$ cat src/rtl/complement2_encode_serial_pkg.sv
// Shared calculator definitions: FSM state encoding, default operand width,
// and the bit-counter width helper.
package calc_pkg;

   localparam int unsigned DEFAULT_WIDTH = 4;

   typedef enum logic [0:0] {
      IDLE    = 1'b0,
      CONVERT = 1'b1
   } state_t;

   // Width of a counter that indexes bits 0..w-1 (never below one bit).
   function automatic int unsigned cnt_width(input int unsigned w);
      return (w < 2) ? 1 : $clog2(w);
   endfunction

   localparam int unsigned DEFAULT_CNT_W = cnt_width(DEFAULT_WIDTH);

endpackage

$ cat src/rtl/complement2_encode_serial_if.sv
// sel/finish handshake bundle for the two's-complement encode stage.
interface complement2_encode_serial_if
   import calc_pkg::*;
#(
   parameter int unsigned WIDTH = DEFAULT_WIDTH
);

   logic             complement2_sel;
   logic             sign;
   logic [WIDTH-1:0] mag;
   logic [WIDTH-1:0] result;
   logic             overflow;
   logic             busy;
   logic             complement2_finish;

   modport master (
      output complement2_sel, sign, mag,
      input  result, overflow, busy, complement2_finish
   );

   modport slave (
      input  complement2_sel, sign, mag,
      output result, overflow, busy, complement2_finish
   );

endinterface

$ cat src/rtl/complement2_encode_serial_full_adder.sv
// Single-bit full adder shared by the calculator arithmetic stages.
module full_adder (
   input  logic a,
   input  logic b,
   input  logic ci,
   output logic sum,
   output logic co
);

   // Plain combinational sum/carry.
   always_comb begin
      sum = a ^ b ^ ci;
      co  = (a & b) | (a & ci) | (b & ci);
   end

endmodule

$ cat src/rtl/complement2_encode_serial.sv
// Sign + magnitude to two's-complement encoder. Negative values are built
// LSB first through one full adder (invert and increment); non-negative
// values and zero bypass the serial path and finish in one cycle.
module complement2_encode_serial
   import calc_pkg::*;
#(
   parameter int unsigned WIDTH = DEFAULT_WIDTH
) (
   input  logic                              clk,
   input  logic                              rst,
   complement2_encode_serial_if.slave        bus
);

   localparam int unsigned        CNT_W = cnt_width(WIDTH);
   localparam logic [CNT_W-1:0]   LAST  = CNT_W'(WIDTH - 1);

   state_t             state_q, state_d;
   logic [WIDTH-1:0]   shift_q, shift_d;     // magnitude, consumed LSB first
   logic [WIDTH-1:0]   acc_q, acc_d;         // result bits, filled from MSB side
   logic               carry_q, carry_d;
   logic [CNT_W-1:0]   cnt_q, cnt_d;
   logic               ovf_pend_q, ovf_pend_d;
   logic [WIDTH-1:0]   result_q, result_d;
   logic               overflow_q, overflow_d;
   logic               finish_q, finish_d;

   logic               fa_a;
   logic               fa_sum;
   logic               fa_co;

   assign fa_a = ~shift_q[0];

   full_adder u_fa (
      .a   (fa_a),
      .b   (1'b0),
      .ci  (carry_q),
      .sum (fa_sum),
      .co  (fa_co)
   );

   // Next-state, datapath and completion logic.
   always_comb begin
      state_d    = state_q;
      shift_d    = shift_q;
      acc_d      = acc_q;
      carry_d    = carry_q;
      cnt_d      = cnt_q;
      ovf_pend_d = ovf_pend_q;
      result_d   = result_q;
      overflow_d = overflow_q;
      finish_d   = 1'b0;

      case (state_q)
         IDLE: begin
            if (bus.complement2_sel) begin
               if (bus.sign && (bus.mag != '0)) begin
                  shift_d    = bus.mag;
                  acc_d      = '0;
                  carry_d    = 1'b1;
                  cnt_d      = '0;
                  // Only -2^(WIDTH-1) fits; anything larger wraps.
                  ovf_pend_d = bus.mag[WIDTH-1] && (bus.mag[WIDTH-2:0] != '0);
                  state_d    = CONVERT;
               end else begin
                  result_d   = bus.mag;
                  overflow_d = ~bus.sign & bus.mag[WIDTH-1];
                  finish_d   = 1'b1;
               end
            end
         end
         CONVERT: begin
            acc_d   = {fa_sum, acc_q[WIDTH-1:1]};
            shift_d = shift_q >> 1;
            carry_d = fa_co;
            cnt_d   = cnt_q + CNT_W'(1);
            if (cnt_q == LAST) begin
               result_d   = {fa_sum, acc_q[WIDTH-1:1]};
               overflow_d = ovf_pend_q;
               finish_d   = 1'b1;
               state_d    = IDLE;
            end
         end
      endcase
   end

   // State and datapath registers, cleared by asynchronous reset.
   always_ff @(posedge clk or negedge rst) begin
      if (!rst) begin
         state_q    <= IDLE;
         shift_q    <= '0;
         acc_q      <= '0;
         carry_q    <= 1'b0;
         cnt_q      <= '0;
         ovf_pend_q <= 1'b0;
         result_q   <= '0;
         overflow_q <= 1'b0;
         finish_q   <= 1'b0;
      end else begin
         state_q    <= state_d;
         shift_q    <= shift_d;
         acc_q      <= acc_d;
         carry_q    <= carry_d;
         cnt_q      <= cnt_d;
         ovf_pend_q <= ovf_pend_d;
         result_q   <= result_d;
         overflow_q <= overflow_d;
         finish_q   <= finish_d;
      end
   end

   assign bus.result             = result_q;
   assign bus.overflow           = overflow_q;
   assign bus.busy               = (state_q == CONVERT);
   assign bus.complement2_finish = finish_q;

endmodule

$ cat src/flat_wrapper.sv
// flat-port wrapper written by rule: the top's interface ports become plain ports
module complement2_encode_serial_flat import calc_pkg::*;
#(
   parameter int unsigned WIDTH = DEFAULT_WIDTH
)
  (clk, rst, bus_complement2_sel, bus_sign, bus_mag, bus_result, bus_overflow, bus_busy, bus_complement2_finish);
  complement2_encode_serial_if #(.WIDTH(WIDTH)) bus_i ();
  input  logic clk;
  input  logic rst;
  input wire logic [$bits(bus_i.complement2_sel)-1:0] bus_complement2_sel;
  input wire logic [$bits(bus_i.sign)-1:0] bus_sign;
  input wire logic [$bits(bus_i.mag)-1:0] bus_mag;
  output wire logic [$bits(bus_i.result)-1:0] bus_result;
  output wire logic [$bits(bus_i.overflow)-1:0] bus_overflow;
  output wire logic [$bits(bus_i.busy)-1:0] bus_busy;
  output wire logic [$bits(bus_i.complement2_finish)-1:0] bus_complement2_finish;
  assign bus_i.complement2_sel = bus_complement2_sel;
  assign bus_i.sign = bus_sign;
  assign bus_i.mag = bus_mag;
  assign bus_result = bus_i.result;
  assign bus_overflow = bus_i.overflow;
  assign bus_busy = bus_i.busy;
  assign bus_complement2_finish = bus_i.complement2_finish;
  complement2_encode_serial #(.WIDTH(WIDTH)) u_core (.clk(clk), .rst(rst), .bus(bus_i));
endmodule
$ cat config.mk
export PLATFORM = sky130hd
export DESIGN_NAME = complement2_encode_serial_flat
export DESIGN_NICKNAME = d
export VERILOG_FILES = /design/src/rtl/complement2_encode_serial_pkg.sv /design/src/rtl/complement2_encode_serial_if.sv /design/src/rtl/complement2_encode_serial_full_adder.sv /design/src/rtl/complement2_encode_serial.sv /design/src/flat_wrapper.sv
export SDC_FILE = /design/constraint.sdc
export NUM_CORES = 1
export LEC_CHECK = 0
export CAP_MARGIN = 5
export CORE_UTILIZATION = 35
export DETAILED_ROUTE_END_ITERATION = 8
export GPL_ROUTABILITY_DRIVEN = 0
export SLEW_MARGIN = 25
export SYNTH_ARGS = -nofsm -noshare
export SYNTH_HDL_FRONTEND = slang
export SYNTH_SLANG_ARGS = --single-unit
$ cat constraint.sdc
create_clock -name clk -period 1.6 [get_ports clk]
set_input_delay 0.24 -clock clk [delete_from_list [all_inputs] [get_ports clk]]
set_output_delay 0.24 -clock clk [all_outputs]
set_load 0.01 [all_outputs]
After elaboration in Yosys (flattened, before gate mapping)
Cells that the tools add are included.

Reductions and logical operators: 7. Equal/unequal tests: 5. Add/subtract/negate cells: 1. Bitwise operators: 6. Mux-type cells: 28.

Operators by type and width (count): 2-to-1 mux 4 bit (7); one-hot mux 4 bit (2 select lines) (3); 2-to-1 mux 1 bit (11); one-hot mux 1 bit (2 select lines) (4); != test 2 bit (second input constant) (3); AND reduction 3 bit (2); 2-to-1 mux 2 bit (2); one-hot mux 2 bit (2 select lines) (1); nonzero test 4 bit (1); inverter 1 bit (3); nonzero test 3 bit (1); adder 2 x 1 -> 2 bit (second input constant) (1); AND 1 bit (2); equality test 2 bit (second input constant) (1); logical AND 1 bit (2); != test 2 x 1 -> 1 bit (second input constant) (1); AND reduction 2 bit (1); XOR 1 bit (1).

Logic and storage cells: 56. Output and inout port bits: 7. Input port bits: 8. Bits in registers: 19.

Logic depth before layout (Yosys ltp)
Gate-level depths: netlist of run 1.

Depth after elaboration: 5. Gate-level depth with buffers: 5. Mapped depth without buffers: 5.

Hierarchy
Synthesis of run 1 repeated with hierarchy kept, for this count alone.

Cell total of the unflattened synthesis: 73. Area, all modules: 849.6 sq um.

Modules (own cells, without submodules): complement2_encode_serial (seq. area each 450.4 sq um, cells each 72, times used 1, area an instance 829.5 sq um); full_adder (seq. area each 0.0 sq um, cells each 1, times used 1, area an instance 20.0 sq um).

Worst setup path after synthesis of run 1
OpenSTA, ideal clock, no wires.

Path type: input to register. From: input bus_mag[0]. To: register u_core.overflow_q, in the netlist u_core.bus.overflow. Stages on the path: 4. Arrival: 1489 ps. Setup time: 125 ps. Slack: -14 ps. Data required time: 1475 ps. Path buffers: 1. Path through: or4_1 > buf_2 > a31oi_4 > mux2_2.

Cells in the longest elaborated chain, start to end: 4.

RTL lines: from (decl) (RTL line flat_wrapper.sv:12) `input wire logic [$bits(bus_i.mag)-1:0] bus_mag;`; nonzero test 4 bit (RTL line complement2_encode_serial.sv:56) `if (bus.sign && (bus.mag != '0)) begin`; logical AND 1 bit (RTL line complement2_encode_serial.sv:56); != test 2 bit (no line); AND reduction 3 bit (no line); to (signal assigned) (RTL line complement2_encode_serial.sv:106) `overflow_q <= overflow_d;`; to (decl) (RTL line complement2_encode_serial.sv:24) `logic overflow_q, overflow_d;`.

No other way between the ends. A chain may end at the register's enable or synchronous reset.

Worst setup path in the final report of run 1
From: register u_core.state_q, in the netlist u_core.bus.busy. To: output bus_busy.

RTL lines: from (decl) (RTL line complement2_encode_serial.sv:17) `state_t state_q, state_d;`; from (signal assigned) (RTL line complement2_encode_serial.sv:99) `state_q <= state_d;`; to (decl) (RTL line flat_wrapper.sv:15) `output wire logic [$bits(bus_i.busy)-1:0] bus_busy;`.

No word-level cell between the ends.

==> metrics.md, run 1 <==
| Metric | Value |
|---|---|
| Fmax | 663 MHz |
| Metal3 WL | 78 um |
| DRT iter0 DRCs | 5 |
| DRC | 0 |
| Syn nets | 82 |
| Comb power frac | 0.478 |
| Vias in the first global route | 664 |
| Final antenna-violating net count | 0 |
| IO buf count | 14 |
| RSZ-0062 raised after global routing | false |
| Syn avg cell area | 11.6 um^2 |
| Initial antenna violation count | 0 |
| First-pass GRT wire length | 3180 um |
| DR top layer | met4 |
| M1 WL | 968 um |
| Clock Path Buffers | 2 |
| Tmin final | 1510 ps |
| Synth area leaders | dfrtp_1 (54%), mux2_2 (11%), nand2_1 (4.5%) |
| Worst path bufs/invs | 1 |
| Cts bufs inserted | 3 |
| Most common cell after layout, fill and taps aside | dfrtp_1 |
| Crit Path Max Fanout | 6 |
| Worst-path clk slew | 100 ps |
| Top Ports | 15 |
| Status | complete, no violations |
| Largest vdd supply drop | 1140 uV |
| Routed wire per std cell | 15.2 um |
| Worst path max stage delay | 550 ps |
| Core area | 2230 um^2 |
| Most frequent cells in the layout | dfrtp_1 (17), nand2_1 (10), clkdlybuf4s50_1 (10), buf_4 (10), o21ai_0 (7) |
| Mapped cell area | 836 um^2 |
| Critical path's top delay family | buffers and inverters |
| CP Capture Type | output pin |
| Die Ht | 50.9 um |
| Final max-slew violation count | 0 |
| Area after DPL | 1070 um^2 |
| Leakage | 0.533 nW |
| Latest clock arrival within the worst-skew pair | 290 ps |
| P_int | 1.37 mW |
| HPWL after detailed placement | 1350 um |
| Setup violators final | 0 |
| Tcrit/Tclk final | 0.943 |
| H-tree Lvls | 1 |
| Starting Density | 0.374 |
| Vias | 643 |
| Synthesis Warnings | 0 |
| Net Sw Frac | 0.336 |
| Synth-to-layout area growth | 35.5% |
| Clock Power Share | 0.135 |
| Pin slew with the least headroom to its limit | 298 ps |
| Top cell type's share of synthesized area | 0.539 |
| Clk root buf | clkbuf_4 |
| Max-cap violations | 0 |
| Leading area contributor after synthesis | dfrtp_1 |
| Cell variety after synth | 24 |
| Gr ovfl total | 0 |
| Final Instance Area | 1130 um^2 |
| PD cells | 1830 nW/um^2 |
| Worst EP arrival | 1270 ps |
| Sequential area share after synthesis | 0.539 |
| Die ar. | 2590 um^2 |
| Postcts setup bufs | 0 |
| DRT Pass-1 Iters | 4 |
| Seq cells post-synth | 18 |
| Die X | 50.9 um |
| Layout Nets | 108 |
| Largest net degree at the start of global routing | 19 |
| Vias per cell | 5.14 |
| Met2 WL | 835 um |
| Final Skew | 4.07 ps |
| Total track usage | 0.172 |
| Clock sinks | 18 |
| Ant diodes | 0 |
| CTS tree | done |
| Req. time, crit path | 1360 ps |
| Sequential share of power | 0.387 |
| Hold crit path type | in -> async |
| Element type at the critical path start | register |
| Total wire length | 1900 um |
| Final hold slack | 260 ps |
| Slew HR | 0.796 |
| Fin. Hold Viols | 0 |
| # rows | 17 |
| Share of cells above drive strength 1 | 0.258 |
| Crit-path slowest cell | clkdlybuf4s50_1 |
| Psw | 695 uW |
| Setup CP Type | reg -> out |
| Cells after synthesis | 72 |
| Critical-path cell list | clkdlybuf4s50_1 |
## power groups by stage
stage | combinational, mW | sequential [mW] | clock (mW)
2_1_floorplan | 0.521 | 0.808 | 0
3_3_place_gp | 0.902 | 0.795 | 0
3_5_place_dp | 0.925 | 0.802 | 0
4_1_cts | 0.998 | 0.795 | 0.290
5_1_grt | 1.10 | 0.824 | 0.310
6_report | 0.990 | 0.800 | 0.279
## Yosys cell counts
library cell and instances:
dfrtp_1 18, nand2_1 10, mux2_2 8, o21ai_0 7, a22o_1 3, a22oi_1 3
a21oi_1 2, and2_1 2, ha_1 2, inv_1 2, nand2b_1 2, a21boi_0 1
a21o_1 1, a31oi_4 1, and3_1 1, and3b_1 1, buf_1 1, buf_2 1
clkbuf_1 1, mux2i_1 1, o21a_1 1, o311a_1 1, o31ai_1 1, or4_1 1
## routing by layer
layer | track usage | vias to the layer above
met1 | 0.244 | 313
met2 | 0.253 | 12
met5 | 0 | -
met3 | 0.0565 | 2
li1 | - | 316
met4 | 0.0417 | 0
## cell families after synthesis
kind of cell / count (synthesis) / synth area share
mux: 9 / 0.120
compound gates: 21 / 0.186
simple gates: 17 / 0.102
fa+ha+maj: 2 / 0.0299
flops: 18 / 0.539
buf+inv: 5 / 0.0239
## layout make-up
| type | count | area, um^2 |
|---|---|---|
| fillers | 211 | 1100 |
| flip-flops and latches | 18 | 452 |
| multi-input cells | 49 | 388 |
| repair buffers | 24 | 214 |
| clock buffers | 4 | 36.3 |
| well taps | 28 | 35.0 |
| inverters | 2 | 7.51 |
## sequential cells by signal, summed over array words and instances (netlist names)
signal	count
u_core.bus.overflow	1
u_core.acc_q	3
u_core.carry_q	1
u_core.bus.result	4
u_core.ovf_pend_q	1
u_core.shift_q	4
u_core.bus.complement2_finish	1
u_core.cnt_q	2
u_core.bus.busy	1
## stage by stage
step           TNS, ps  cells  setup WS, ps  total power, mW   util
5_1_grt              0    125          21.9             2.23  0.507
3_3_place_gp     -4890    121          -419             1.70  0.481
6_report             0    125          90.9             2.07  0.507
3_5_place_dp     -5350    121          -445             1.73  0.481
4_1_cts              0    125          27.3             2.08  0.505
2_1_floorplan        0     72          6.22             1.33      -
## final timing paths
kind | slack (ps) | end | cells past startpoint | start
setup / recovery | 90 | bus_busy | 1 | u_core.bus.busy
hold / removal | 260 | u_core.acc_q[3] | 2 | rst
setup reg to reg | 150 | u_core.bus.result[0] | 4 | u_core.cnt_q[0]
hold reg to reg | 500 | u_core.ovf_pend_q | 1 | u_core.ovf_pend_q
max in group asynchronous | 1130 | u_core.bus.busy | 2 | rst
min in group clk | 380 | u_core.shift_q[0] | 4 | bus_mag[0]
## what timing repair did
item / CTS / global route
pin swaps: 2 / 2
gates resized for setup: 9 / 2
hold buffers: 0 / 0
endpoints found under the setup margin: 9 / 6
Power figures use the tool's default switching activity.
==> run 2, diff against run 1 <==
--- a/config.mk
+++ b/config.mk
@@ -6,9 +6,12 @@
 export NUM_CORES = 1
 export LEC_CHECK = 0
 export CAP_MARGIN = 5
-export CORE_UTILIZATION = 35
+export CORE_MARGIN = 1.5
+export CORE_UTILIZATION = 49
 export DETAILED_ROUTE_END_ITERATION = 8
 export GPL_ROUTABILITY_DRIVEN = 0
+export PLACE_DENSITY = 0.75
+export SKIP_CTS_REPAIR_TIMING = 1
 export SLEW_MARGIN = 25
 export SYNTH_ARGS = -nofsm -noshare
 export SYNTH_HDL_FRONTEND = slang
==> run 2 against run 1 <==
Net effect: final cell count fell by 10%; core utilization up 21 points; flip-flop and latch count stayed put; critical path depth stayed put; register-to-register slack lost 30 ps; worst setup slack worse by 30 ps; power shrank 3.1%; clock power shrank 23%; combinational power is essentially flat; maximum frequency shrank 2.0%; largest cell class unchanged.
==> metrics.md, run 2 (synthesized netlist as in run 1, its figures left out) <==
| Metric | Value |
|---|---|
| Status | complete, no violations |
| Total track usage | 0.215 (+0.0423) |
| Post-Place Setup Slack | -489 ps (-43.8 ps) |
| Crit-path slowest cell | clkdlybuf4s50_1 |
| Ant diodes | 0 (unchanged) |
| IO buf count | 14 (unchanged) |
| Clock sinks | 18 (unchanged) |
| Latest clock arrival within the worst-skew pair | 280 ps (about the same) |
| Top Usage Layer GRT | met2 |
| Total power | 2.00 mW (-3.1%) |
| Element type at the critical path start | register |
| Critical-path cell list | clkdlybuf4s50_1 |
| DRC | 0 (unchanged) |
| Initial antenna violation count | 0 (unchanged) |
| Vias per cell | 5.64 (+9.7%) |
| Worst EP arrival | 1300 ps (+30 ps) |
| Fillers | 117 (-45%) |
| Layout Nets | 108 (unchanged) |
| Clk root buf | clkbuf_4 |
| Final Skew | 4.18 ps (+0.103 ps) |
| Die Ht | 44.3 um (-13%) |
| Area after DPL | 1060 um^2 (-1.4%) |
| Max-cap violations | 0 (unchanged) |
| Most common cell after layout, fill and taps aside | dfrtp_1 |
| Fmax | 650 MHz (-2.0%) |
| Gr ovfl total | 0 (unchanged) |
| Critical path's top delay family | buffers and inverters |
| Worst path bufs/invs | 1 (unchanged) |
| Final max-slew violation count | 0 (unchanged) |
| H-tree Lvls | 1 (unchanged) |
| Most frequent cells in the layout | dfrtp_1 (18), nand2_1 (10), clkdlybuf4s50_1 (10), buf_4 (10), o21ai_0 (7) |
| M2 GR Usage | 0.359 (+0.105) |
| Met1 Resource Use GR | 0.282 (+0.0377) |
| Leakage | 0.550 nW (+3.2%) |
| DRT iter0 DRCs | 7 (+2) |
| Clock Path Buffers | 2 (unchanged) |
| Global Route met3 Usage | 0.0286 (-0.0280) |
| Final antenna-violating net count | 0 (unchanged) |
| Total wire length | 1810 um (-4.6%) |
| Vias | 632 (-1.7%) |
| Final worst slack | 60.7 ps (-30.1 ps) |
| Req. time, crit path | 1360 ps (about the same) |
| First-pass GRT wire length | 3000 um (-5.6%) |
| CTS tree | done |
| Vias in the first global route | 684 (+3.0%) |
| Top Ports | 15 (unchanged) |
| Area of the multi-input gates | 388 um^2 (unchanged) |
| RSZ-0062 raised after global routing | false |
| PD cells | 1800 nW/um^2 (-1.5%) |
| Share of cells above drive strength 1 | 0.240 (-0.0181) |
| Crit Path Max Fanout | 6 (unchanged) |
| Routed wire per std cell | 16.1 um (+6.4%) |
| CP Capture Type | output pin |
| Fin. Hold Viols | 0 (unchanged) |
| Die X | 44.3 um (-13%) |
| Setup violators final | 0 (unchanged) |
| Setup CP Type | reg -> out |
| Slew HR | 0.785 (-0.0103) |
| Largest net degree at the start of global routing | 19 (unchanged) |
| Tmin final | 1540 ps (+30.1 ps) |
| DRT Pass-1 Iters | 4 (unchanged) |
| Synth-to-layout area growth | 33.2% |
| Tcrit/Tclk final | 0.962 (+0.0188) |
| Cts bufs inserted | 3 (unchanged) |
| Starting Density | 0.536 (+0.162) |
| Die ar. | 1960 um^2 (-24%) |
| Largest vdd supply drop | 1290 uV (+13%) |
| HPWL after detailed placement | 1340 um (-0.59%) |
| Final Util | 0.714 (+0.207) |
| Final hold slack | 272 ps (+12.8 ps) |
| Hold crit path type | in -> async |
| Reg area | 450 um^2 (-0.28%) |
| Worst path max stage delay | 570 ps (+20 ps) |
| # rows | 14 (-3) |
| Worst-path clk slew | 100 ps (about the same) |
| Core area | 1560 um^2 (-30%) |
| Pin slew with the least headroom to its limit | 313 ps (+15.0 ps) |
| Final Instance Area | 1110 um^2 (-1.7%) |
==> run 2: final timing paths <==
check,from,end,slack [ps],depth (start not counted)
hold / removal,rst,u_core.shift_q[0],270,2
hold reg to reg,u_core.acc_q[1],u_core.acc_q[1],510,1
setup reg to reg,u_core.cnt_q[0],u_core.bus.result[3],120,4
setup / recovery,u_core.bus.busy,bus_busy,60,1
max in group asynchronous,rst,u_core.bus.result[2],1140,2
min in group clk,bus_mag[1],u_core.shift_q[1],370,4
==> run 2: layout make-up <==
cell class / count / share of cell area
Sequential cell: 18 / 0.404
Inverter: 2 / 0.00674
Multi-Input combinational cell: 49 / 0.348
Tap cell: 16 / 0.0180
Clock buffer: 3 / 0.0202
Timing Repair Buffer: 24 / 0.202
==> run 2: metrics by stage <==
stage,cells,TNS [ps]
after floorplan,72,0
after global placement,109,-4920
after detailed placement,109,-5890
after CTS,112,-1130
after global routing,112,0
final,112,0
==> run 2: report_power, final <==
part / switching [mW] / total (mW) / leakage, nW / internal (mW)
sequential: 0.134 / 0.799 / 0.226 / 0.664
combinational: 0.423 / 0.991 / 0.310 / 0.568
clock: 0.127 / 0.214 / 0.0138 / 0.0873
total: 0.685 / 2.00 / 0.550 / 1.32
==> run 2: per-layer routing <==
| metal | vias up | part of all wire |
|---|---|---|
| met5 | - | 0 |
| met4 | 0 | 0.010 |
| met3 | 4 | 0.035 |
| met2 | 13 | 0.50 |
| met1 | 309 | 0.45 |
| li1 | 306 | - |
==> RTL edit 1, RTL diff (flow settings as in run 2) <==
The package constant `DEFAULT_WIDTH` goes from 4 to 3.
--- a/src/rtl/complement2_encode_serial_pkg.sv
+++ b/src/rtl/complement2_encode_serial_pkg.sv
@@ -2,7 +2,7 @@
 // and the bit-counter width helper.
 package calc_pkg;
 
-   localparam int unsigned DEFAULT_WIDTH = 4;
+   localparam int unsigned DEFAULT_WIDTH = 3;
 
    typedef enum logic [0:0] {
       IDLE    = 1'b0,
Interface: changed (resized bus_mag and bus_result); port bits go from 15 to 13. No check against the original RTL was run, so the function may have changed too.
==> RTL edit 1 against run 2 <==
- routed wire length decreased by 25%
- worst hold slack worse by 0.040 ns
- die area is 15% lower
- setup slack got worse by 0.016 ns
- final area fell by 16%
- sequential cell count shrank 3
- synthesized area decreased by 16%
- non-clock buffer count down 1
- total power fell by 16%
- sequential power decreased by 15%
- via count down 14%
- highest routed layer unchanged
==> RTL edit 1: results <==
status:
  outcome: "complete, no violations"
synthesis:
  synth_compound_area_share_pct: 17.7
  synth_fp_nets: 70
  synthAdderAreaFrac_pct: 3.58
  synth_mux_area_share_pct: 10.9
  synth.distinct_cells: 23
  synth_common_cells: "dfrtp_1 (15), nand2_1 (7), mux2_2 (5), o21ai_0 (5), nand3_1 (4)"
  syn_area_per_cell_um2: 11.4
power:
  p_leak_nw: 0.432
  comb_power_share_pct: 47.4
  p_clk_mw: 0.206
  peakVddDrop_mv: 0.819
clocking:
  cts_buffers: 3
  clkSlewWorstSetupHoldPaths_ns: 0.08
timing:
  skew_ns: 0.00394
  fmax_mhz: 643
  max_slew.worst_pin.slew_ns: 0.354
critical_path:
  reg2reg_depth: 5
  cp_max_fo: 9
  cp.arrival_ns: 1.32
  r2r-end: "u_core.bus.overflow"
placed_design:
  placedCellCount: 96
  portBuffers: 12
  post-dp-hpwl_um: 1020
  preCtsSetupSlack_ns: -0.211
routing:
  vias: 542
  met2_length_um: 652
  met1_length_um: 634
  wl_met3_um: 48
  drt_iter0_drc: 15
  wl_um: 1350
  viasPerCell: 5.42
grt:
  met3_usage_pct: 3.26
  grt_use_met2_pct: 34.1
  grt_pass1_wl_um: 2150
  use_met1_pct: 25.0
  grt_pass1_vias: 509
  grt_util_all_layers_pct: 20.3
finish:
  drive_above_1_share_pct: 28.2
  finalNetCount: 95
  fillers: 100
RTL edit 1: changes by cell type after synthesis, sizes merged, moves of 2 or more:
| cell | change |
|---|---|
| a2bb2oi | +3 |
| dfrtp | -3 |
| mux2 | -3 |
| a22oi | -3 |
| a22o | -3 |
| nand2 | -3 |
| a31oi | +2 |
| o21ai | -2 |
| nand3 | +4 |
RTL edit 1: stage by stage:
stage / hold WS, ns / area (um2) / utilization [%] / power, mW
floorplan: -0.0556 / 698 / - / 1.15
global placement: 0.464 / 907 / 68.9 / 1.46
detailed placement: 0.474 / 907 / 68.9 / 1.49
CTS: 0.232 / 933 / 70.8 / 1.70
global route: 0.258 / 935 / 70.9 / 1.83
finish: 0.232 / 935 / 70.9 / 1.69
RTL edit 1: cell type report:
type / instances / area share, %
tap: 15 / 2.01
multi-input combinational: 40 / 32.0
sequential: 15 / 40.3
timing repair buffer: 23 / 21.7
clock buffer: 4 / 2.81
inverter: 3 / 1.20
==> RTL edit 2, RTL diff (flow settings as in run 2) <==
Made on the original files. Reset style: synchronous (`rst`), changed in one clocked block. Comments in the files are not updated.
--- a/src/rtl/complement2_encode_serial.sv
+++ b/src/rtl/complement2_encode_serial.sv
@@ -84,7 +84,7 @@
    end
 
    // State and datapath registers, cleared by asynchronous reset.
-   always_ff @(posedge clk or negedge rst) begin
+   always_ff @(posedge clk) begin
       if (!rst) begin
          state_q    <= IDLE;
          shift_q    <= '0;
Check against the original RTL: differs if rst is asserted again (counterexample within 4 cycles, from zero or initial values and one cycle with rst low); with rst held inactive, the same outputs for 10 cycles.
==> RTL edit 2 against run 2 <==
- the run now ends with design-rule violations left
- critical path type unchanged
- routed wire length increased by 1.5%
- critical path depth unchanged
- setup slack improved by 0.024 ns
- synthesized area increased by 1.0%
- sequential cell count unchanged
- final area decreased by 0.34%
- die area increased by 0.97%
- critical endpoint unchanged
- via count increased by 23%
- worst hold slack improved by 0.19 ns
- synthesized cell count increased by 32%
- first-iteration DRC count increased to 4.7 times the old value
- fmax increased by 1.6%
Power is not compared: it rests on default switching activity, and its combinational part moved more than twofold at a synthesized area within 25%.
==> RTL edit 2: results <==
placed_design:
  placed_cell_area_um2: 1070
  post-dp-hpwl_um: 1390
  placedCellCount: 132
  portBuffers: 14
critical_path:
  cp_slowest_cell: "clkdlybuf4s50_1"
  slowest_delay_ns: 0.56
  critical_path.top_delay_family: "buffers and inverters"
  cp_max_fo: 5
timing:
  max_slew.worst_pin.slew_ns: 0.487
  finalSetupViolCount: 0
  skew_ns: 0.00233
grt:
  grt_pass1_vias: 709
  grt_pass1_wl_um: 3100
  grt_start_max_net_pins: 13
  grt_util_all_layers_pct: 21.3
  antenna_found_initial: 0
clocking:
  clkSlewWorstSetupHoldPaths_ns: 0.10
  cts_root_buf: "clkbuf_4"
  h-tree-depth: 1
  clk_latency_ns: 0.29
  cts_buffers: 3
status:
  violations: "design-rule violations"
  outcome: "finished, violations left"
routing:
  drt_iter0_drc: 33
  drt_first_pass_iters: 6
  viasPerCell: 5.71
  drc: 1
  wl_um: 1830
power:
  peakVddDrop_mv: 0.795
  p_leak_nw: 0.448
synthesis:
  synth_fp_nets: 105
  synth_common_cells: "dfxtp_1 (18), nand2_1 (11), a21oi_1 (10)"
  yosys_warnings: 0
  async_flop_share_pct: 0
  synth.distinct_cells: 27
  synth_area_leaders: "dfxtp_1 (43%), a21oi_1 (5.9%), mux2i_1 (5.9%), o21ai_0 (5.3%), nand2_1 (4.9%)"
  yosysSeqAreaShare_pct: 42.7
  syn_inst: 95
finish:
  stdcell_count: 136
  antenna_cells: 0
  drive_above_1_share_pct: 17.5
worst_hold_path:
  min_path_type: "flop to flop"
[RTL edit 2: kinds of logic (layout without fill, tap and decap cells)]
kind of cell	after synthesis	count (layout)	synth area share (%)
fa+ha+maj	2	2	2.96
compound gates	34	34	25.3
buf+inv	9	34	4.74
simple gates	26	26	17.0
flops	18	18	42.7
mux	6	6	7.26
[RTL edit 2: per-layer routing]
layer  part of all wire [%]  routed length, um  GRT usage [%]  up-vias
met3                    5.0                 92           3.67        2
met4                   0.49                  9           9.09        0
met1                     48                884           28.7      360
li1                       -                  -              -      390
met5                      0                  0              0        -
met2                     46                847           33.3       24
[RTL edit 2: path summary, 6_finish.rpt]
path	end	startpoint	slack, ns	depth (start not counted)
worst max-delay path	bus_busy	u_core.bus.busy	0.08	1
worst min-delay path	u_core.bus.result[2]	u_core.bus.result[2]	0.47	2
worst max register to register	u_core.bus.overflow	u_core.bus.busy	0.34	3
worst min register to register	u_core.bus.result[2]	u_core.bus.result[2]	0.47	2
[RTL edit 2: final cells by class]
cell class                 count  area [um2]
clock buffer                   4        36.3
tap                           16        20.0
inverter                       3        11.3
timing repair buffer          27         238
sequential                    18         360
fill                         123         449
multi-input combinational     68         444
[RTL edit 2: power by group]
part	leakage, nW	total, mW	switching [mW]	internal (mW)
Clock	0.0210	0.279	0.141	0.139
Sequential	0.147	0.493	0.0158	0.477
Combinational	0.280	0.196	0.0933	0.103
[RTL edit 2: metrics by stage]
stage | utilization [%] | setup WS, ns | setup TNS (ns)
after CTS | 71.2 | 0.0778 | 0
after detailed placement | 68.9 | -0.0815 | -0.174
final | 71.2 | 0.0846 | 0
after global routing | 71.2 | 0.0264 | 0
after global placement | 68.9 | -0.0215 | -0.0565
after floorplan | - | 0.415 | 0
